## config.mk

```make
export PLATFORM = sky130hd
export DESIGN_NAME = butterfly_pair_feeder
export DESIGN_NICKNAME = d
export VERILOG_FILES = /design/src/rtl/butterfly_pair_feeder.sv
export SDC_FILE = /design/constraint.sdc
export NUM_CORES = 1
export LEC_CHECK = 0
export CORE_ASPECT_RATIO = 1.1
export CORE_MARGIN = 2
export CORE_UTILIZATION = 60
export CTS_CLUSTER_DIAMETER = 30
export CTS_CLUSTER_SIZE = 30
export DETAILED_ROUTE_END_ITERATION = 8
export PLACE_DENSITY = 0.85
export SYNTH_ARGS = -nofsm -noshare
export SYNTH_HDL_FRONTEND = slang
export SYNTH_SLANG_ARGS = --single-unit
```

## constraint.sdc

```tcl
create_clock -name clk -period 8 [get_ports clk]
set_clock_uncertainty 0.15 [all_clocks]
set_input_delay 1.6 -clock clk [delete_from_list [all_inputs] [get_ports clk]]
set_output_delay 1.6 -clock clk [all_outputs]
set_load 0.1 [all_outputs]
```

## src/rtl/butterfly_pair_feeder.sv

```systemverilog
// Pairs a serial sample stream into radix-2 butterfly legs x[n] / x[n+STRIDE].
// The later leg (out1) leaves immediately for the twiddle multiplier; the
// earlier leg (out0) is delayed ALIGN_DELAY cycles to meet it downstream.
module butterfly_pair_feeder #(
  parameter int DATA_WIDTH         = 16,
  parameter int VIRTUAL_DATA_WIDTH = 18,
  parameter int STRIDE             = 4,
  parameter int ALIGN_DELAY        = 2,
  localparam int IDX_W             = (STRIDE > 1) ? $clog2(STRIDE) : 1
) (
  input  logic                                 clk,
  input  logic                                 rst,
  input  logic                                 enable,
  input  logic                                 in_valid,
  input  logic signed [DATA_WIDTH-1:0]         real_in,
  input  logic signed [DATA_WIDTH-1:0]         imag_in,
  output logic signed [VIRTUAL_DATA_WIDTH-1:0] real_out1,
  output logic signed [VIRTUAL_DATA_WIDTH-1:0] imag_out1,
  output logic                                 valid1,
  output logic        [IDX_W-1:0]              pair_index,
  output logic signed [VIRTUAL_DATA_WIDTH-1:0] real_out0,
  output logic signed [VIRTUAL_DATA_WIDTH-1:0] imag_out0,
  output logic                                 valid0
);

  localparam int CNT_W = $clog2(2 * STRIDE);
  localparam logic [CNT_W-1:0] FILL_LAST = CNT_W'(STRIDE - 1);
  localparam logic [CNT_W-1:0] PAIR_LAST = CNT_W'(2 * STRIDE - 1);
  localparam logic [CNT_W-1:0] PAIR_BASE = CNT_W'(STRIDE);
  localparam logic [IDX_W-1:0] PTR_LAST  = IDX_W'(STRIDE - 1);

  typedef enum logic {
    FILL = 1'b0,
    PAIR = 1'b1
  } state_t;

  // Widen a sample by replicating its sign bit; no rounding or saturation.
  function automatic logic signed [VIRTUAL_DATA_WIDTH-1:0] sext(
    input logic signed [DATA_WIDTH-1:0] x
  );
    return VIRTUAL_DATA_WIDTH'(x);
  endfunction

  // FIFO pointer advance with wrap at STRIDE-1 (STRIDE need not fill IDX_W).
  function automatic logic [IDX_W-1:0] ptr_inc(input logic [IDX_W-1:0] p);
    return (p == PTR_LAST) ? '0 : p + 1'b1;
  endfunction

  state_t           state_q, state_d;
  logic [CNT_W-1:0] cnt_q, cnt_d;
  logic [IDX_W-1:0] wr_ptr_q, rd_ptr_q;
  logic             accept;
  logic             fifo_wr;
  logic             pair_pop;

  logic signed [VIRTUAL_DATA_WIDTH-1:0] fifo_re [STRIDE];
  logic signed [VIRTUAL_DATA_WIDTH-1:0] fifo_im [STRIDE];

  logic signed [VIRTUAL_DATA_WIDTH-1:0] aln_re_p [ALIGN_DELAY];
  logic signed [VIRTUAL_DATA_WIDTH-1:0] aln_im_p [ALIGN_DELAY];
  logic        [ALIGN_DELAY-1:0]        aln_vld_p;

  assign accept = enable & in_valid;

  // Next-state, counter and FIFO strobes; enable=0 blocks acceptance, freezing all three.
  always_comb begin
    state_d  = state_q;
    cnt_d    = cnt_q;
    fifo_wr  = 1'b0;
    pair_pop = 1'b0;
    if (accept) begin
      cnt_d = (cnt_q == PAIR_LAST) ? '0 : cnt_q + 1'b1;
    end
    case (state_q)
      FILL: begin
        if (accept) begin
          fifo_wr = 1'b1;
          if (cnt_q == FILL_LAST) state_d = PAIR;
        end
      end
      PAIR: begin
        if (accept) begin
          pair_pop = 1'b1;
          if (cnt_q == PAIR_LAST) state_d = FILL;
        end
      end
      default: state_d = FILL;
    endcase
  end

  // State, counter and FIFO pointers.
  always_ff @(posedge clk or posedge rst) begin
    if (rst) begin
      state_q  <= FILL;
      cnt_q    <= '0;
      wr_ptr_q <= '0;
      rd_ptr_q <= '0;
    end else begin
      state_q <= state_d;
      cnt_q   <= cnt_d;
      if (fifo_wr)  wr_ptr_q <= ptr_inc(wr_ptr_q);
      if (pair_pop) rd_ptr_q <= ptr_inc(rd_ptr_q);
    end
  end

  // FIFO storage holds the first half of each block, already widened.
  always_ff @(posedge clk) begin
    if (fifo_wr) begin
      fifo_re[wr_ptr_q] <= sext(real_in);
      fifo_im[wr_ptr_q] <= sext(imag_in);
    end
  end

  // ---- p0: later leg leaves now, earlier leg enters the alignment pipe ----
  // Later leg register; data holds while no pair is formed.
  always_ff @(posedge clk or posedge rst) begin
    if (rst) begin
      valid1     <= 1'b0;
      real_out1  <= '0;
      imag_out1  <= '0;
      pair_index <= '0;
    end else begin
      valid1 <= pair_pop;
      if (pair_pop) begin
        real_out1  <= sext(real_in);
        imag_out1  <= sext(imag_in);
        pair_index <= IDX_W'(cnt_q - PAIR_BASE);
      end
    end
  end

  // ---- p1..pN: alignment pipe, shifts every cycle regardless of enable ----
  // Valid bubbles travel with the data so out0 timing never depends on enable.
  always_ff @(posedge clk or posedge rst) begin
    if (rst) begin
      aln_vld_p <= '0;
      for (int j = 0; j < ALIGN_DELAY; j++) begin
        aln_re_p[j] <= '0;
        aln_im_p[j] <= '0;
      end
    end else begin
      aln_vld_p[0] <= pair_pop;
      if (pair_pop) begin
        aln_re_p[0] <= fifo_re[rd_ptr_q];
        aln_im_p[0] <= fifo_im[rd_ptr_q];
      end
      for (int j = 1; j < ALIGN_DELAY; j++) begin
        aln_vld_p[j] <= aln_vld_p[j-1];
        aln_re_p[j]  <= aln_re_p[j-1];
        aln_im_p[j]  <= aln_im_p[j-1];
      end
    end
  end

  // ---- output: earlier leg, updated only when a valid slot arrives ----
  // Earlier leg register; holds its last value across bubbles.
  always_ff @(posedge clk or posedge rst) begin
    if (rst) begin
      valid0    <= 1'b0;
      real_out0 <= '0;
      imag_out0 <= '0;
    end else begin
      valid0 <= aln_vld_p[ALIGN_DELAY-1];
      if (aln_vld_p[ALIGN_DELAY-1]) begin
        real_out0 <= aln_re_p[ALIGN_DELAY-1];
        imag_out0 <= aln_im_p[ALIGN_DELAY-1];
      end
    end
  end

endmodule

```

Yosys cells after proc, flatten, opt, wreduce, memory -nomap -nowiden. Memory sizes are Yosys's and may differ from the RTL's. A register that Yosys moved wholly into a read port is not among the register bits. Cells that the tools add are included.

Bits in registers: 118. RAM bits: 144. Output and inout port bits: 76. Word-level logic and storage cells: 39. Memories: 2.

Add/sub/neg operators: 4. Eq/ne operators: 4. Mux-type cells: 13. Bitwise gates (word level): 2.

Memories: fifo_im (depth 4, bits a word 18, read ports 1, clocked after memory_dff 1, wr ports 1, RTL line 57) `logic signed [VIRTUAL_DATA_WIDTH-1:0] fifo_im [STRIDE];`; fifo_re (depth 4, bits a word 18, read ports 1, clocked after memory_dff 1, wr ports 1, RTL line 56) `logic signed [VIRTUAL_DATA_WIDTH-1:0] fifo_re [STRIDE];`.

Operator list (number): two-way mux 1 bit (9); adder 2 x 1 -> 2 bit (second input constant) (2); equality test 2 bit (second input constant) (2); two-way mux 2 bit (2); adder 3 x 1 -> 3 bit (second input constant) (1); equality test 3 x 2 -> 1 bit (second input constant) (1); equality test 3 bit (second input constant) (1); two-way mux 3 bit (1); case mux 1 bit (2 select lines) (1); subtractor 2 x 1 -> 2 bit (second input constant) (1); AND 1 bit (1); NOT 1 bit (1).

Logic depth before layout (Yosys ltp).
Word-level depth: 5. Gate-level depth with buffers: 5.

Worst setup path after synthesis. Ideal clock, no wire load.

Path kind: input-to-reg. Start: input enable. End: memory fifo_im[0][0] (enable). Setup time: 0.392 ns. Arrival: 2.654 ns. Slack: 4.804 ns. Stages on the path: 2. Path through: and3b_1 -> and2_1.

Longest elaborated chain between the ends: 5.

Ends and longest elaborated chain: from (decl) (RTL line 13) `input logic enable,`; AND 1 bit (RTL line 63) `assign accept = enable & in_valid;`; two-way mux 1 bit (RTL line 76) `if (accept) begin`; two-way mux 1 bit (RTL line 74) `case (state_q)`; two-way mux 1 bit (RTL line 108) `if (fifo_wr) begin`; two-way mux 1 bit (not written as such) (RTL line 110) `fifo_im[wr_ptr_q] <= sext(imag_in);`; to (decl) (RTL line 57).

Every way passes these cells.

Final worst setup path.
Start: register, netlist name real_out1[15]. End: output real_out1[16].

RTL lines: to (decl) (RTL line 17) `output logic signed [VIRTUAL_DATA_WIDTH-1:0] real_out1,`.

No word-level cell between the ends.

==> summary.md <==
| Metric | Value |
|---|---|
| Startpoint types | `flop` |
| Syn avg cell area | `between 20 and 25 sq um` |
| Wire length of the first global-routing pass | `29,000 um` |
| Mapped Area | `around 9800 sq um` |
| Cell-by-cell listing of the critical path | `clkdlybuf4s50_1` |
| Detailed-route vias per instance | `5.70` |
| Area inside the core boundary | `between 15,000 and 20,000 sq um` |
| Post-synthesis instance total | `roughly 460` |
| Library cell used as clock root buffer | `sky130_fd_sc_hd__clkbuf_16` |
| Count of cell types in the netlist | `22` |
| Post-CTS Setup Bufs | `0` |
| Status | `complete, no violations` |
| Area share of the leading cell type in the synthesized netlist | `approximately two fifths` |
| Number of slew-limit violations in the final report | `0` |
| Number of enable-type register cells in the synthesized netlist | `around 130` |
| CTS buffer count | `37` |
| Most numerous cell types in the synthesized netlist | `141 x sky130_fd_sc_hd__dfrtp_1, 128 x sky130_fd_sc_hd__edfxtp_1, 65 x sky130_fd_sc_hd__mux2_2` |
| Residual DRC | `0` |
| Clock-pin slew on the worst setup and hold paths | `50 ps` |
| Kind of path behind the tightest hold check | `reg -> reg` |
| Number of warning messages in the yosys log | `0` |
| Num rows | `49` |
| Clock Tree Buf Depth | `3` |
| Total nets after synthesis | `roughly 500` |
| Fraction of final layout cells with drive strength greater than 1 | `between 30% and 40%` |
| Count of max-cap constraint violations | `0` |
| Per-cell routed wire length | `around 22 um` |
| Vertical extent of the die | `around 140 um` |
| Actual slew at the worst max-slew pin | `roughly 1200 ps` |
| Number of cells upsized or downsized after cts | `0` |
| Arrival time at the worst endpoint | `~2100 ps` |
| Max-slew headroom at the worst pin | `around 18%` |
| Routed WL | `18,100 um` |
| Period Utilization, post-route | `47.9%` |
| All-layer global routing usage | `21.6%` |
| Setup repair after global routing missed its margin | `no` |
| Latest clock arrival within the worst-skew pair | `490 ps` |
| Cell taking the most area after synthesis | `sky130_fd_sc_hd__edfxtp_1` |
| Min Tclk post-route | `roughly 3800 ps` |
| Clk sink count | `approximately 270` |
| Number of placed I/O pins | `~110` |
| Kind of capture point of the worst setup path | `output pin` |
| Number of antenna-violating nets in the routed design | `0` |
| Maximum fanout encountered on the critical timing path | `4` |
| Post-route setup TNS | `0 ps` |
| Critical path's top delay family | `buffers and inverters` |
| Detailed Place HPWL | `approximately 9600 um` |
| Final net count | `around 630` |
| Synthesized flop and latch total | `269` |
| Area growth from synthesis to final layout | `25.0%` |
| Routability cong. | `about 0.70` |
| Number of violations reported at the end of detailed-routing iteration 0 | `276` |
| Total of fill cells in the finished design | `between 800 and 900` |
| Initial core utilization | `about three fifths` |
| DR vias | `roughly 4,600` |
| Count of H-tree levels built during CTS | `2` |
| Die span in x | `around 130 um` |
| Async SR Flop Fraction | `a little over half` |
| Stage delay of the slowest cell on the critical path | `1170 ps` |
| Initial antenna violation count | `0` |
| Hold Violations, Final | `0` |
| Classification of the worst setup path | `reg -> out` |
| Sequential-to-total area share from yosys stat | `between 70% and 80%` |
| Via count of the first global-routing pass | `about 5,200` |
| Slowest CP cell | `sky130_fd_sc_hd__clkdlybuf4s50_1` |
| Cells taking the most area after synthesis | `sky130_fd_sc_hd__edfxtp_1 39%, sky130_fd_sc_hd__dfrtp_1 36%, sky130_fd_sc_hd__mux2_2 7.5%` |
| DIE AREA | `roughly 17,000 sq um` |
| Final setup violating endpoints | `0` |
| Required time at the worst-slack endpoint | `between 6000 and 7000 ps` |
| TritonCTS clock tree | `built` |
| Maximum clock frequency | `around 0.26 GHz` |
| Number of detailed-route iterations in the first pass | `4` |
| Crit path buf inv count | `1` |
| Overflow after GRT | `0` |
| Diode count | `0` |
| Port-buffer cells | `roughly 110` |
| Synth Flop Type | `sky130_fd_sc_hd__dfrtp_1` |
| Total of hold buffers inserted after clock tree synthesis | `0` |
| Cell with the most instances after synthesis | `sky130_fd_sc_hd__dfrtp_1` |
| Pin count of the biggest net entering global routing | `just under 90` |
-- final cells by class --
type | instances | area, sq um | share of cell area (%)
clock buffer | 42 | 997 | 8.14
clock inverter | 26 | 280 | 2.29
multi-input combinational | 157 | 2200 | 18.0
sequential | 269 | 7370 | 60.2
tap | 204 | 255 | 2.08
timing repair buffer | 113 | 1130 | 9.19
inverter | 4 | 20.0 | 0.163
-- logic make-up after synthesis --
| group | count (synthesis) | synth area share (%) |
|---|---|---|
| DFF | 269 | 75.2 |
| muxes | 137 | 20.6 |
| buffers and inverters | 32 | 2.44 |
| and+or+nand+nor | 10 | 0.562 |
| adders and majority gates | 8 | 1.02 |
| AOI/OAI and AO/OA | 2 | 0.153 |
-- cells in the final DEF (no fill, tap or decap), drive strengths merged --
cell	instances
inv	13
edfxtp	128
clkbuf	42
clkinv	11
clkdlybuf4s50	111
mux2i	1
ha	8
and3b	1
nor2	3
clkinvlp	2
mux2	104
a31oi	1
dfrtp	141
a41oi	1
mux4	32
and2	4
and3	1
buf	2
bufinv	4
nand2	1
-- flip-flops by register name, summed over array words and instances (netlist names) --
name / count
pair_index: 2
imag_out0: 16
aln_re_p: 32
real_out1: 16
aln_vld_p: 2
real_out0: 16
valid0: 1
wr_ptr_q: 2
rd_ptr_q: 2
aln_im_p: 32
cnt_q: 3
state_q: 1
imag_out1: 16
fifo_im: 64
fifo_re: 64
-- layer usage --
| metal | routed length, um | GRT usage (%) | up-vias |
|---|---|---|---|
| li1 | - | - | 1989 |
| met3 | 731 | 3.87 | 53 |
| met2 | 9670 | 37.3 | 147 |
| met4 | 641 | 9.49 | 0 |
| met1 | 7010 | 27.1 | 2458 |
| met5 | 0 | 0 | - |
-- worst register-to-register path, delay by kind of cell, from the launching register on --
family,cells,cell delay [ps]
muxes,2,1010
DFF,1,1130
-- final timing paths --
path	slack (ps)	endpoint	from	depth (start not counted)
min in group asynchronous	1480	aln_re_p[21]	rst	2
max in group asynchronous	5020	aln_vld_p[1]	rst	3
hold / removal	220	aln_vld_p[1]	aln_vld_p[0]	0
setup reg to reg	5600	aln_re_p[29]	rd_ptr_q[0]	2
hold reg to reg	220	aln_vld_p[1]	aln_vld_p[0]	0
setup / recovery	4170	real_out1[16]	real_out1[15]	1
-- stage by stage --
stage	util [%]	hold WS, ps	instances	cell area [sq um]	setup slack [ps]
finish	75.7	219	815	12300	4170
global route	75.7	227	815	12300	4120
CTS	75.7	223	815	12300	4150
detailed placement	67.8	213	747	11000	4080
global placement	67.8	207	747	11000	4180
floorplan	-	200	458	9800	2470
Power is left out: the tool's default activity adds up to more than one toggle a clock period on the data nets, which glitch-free logic cannot reach.
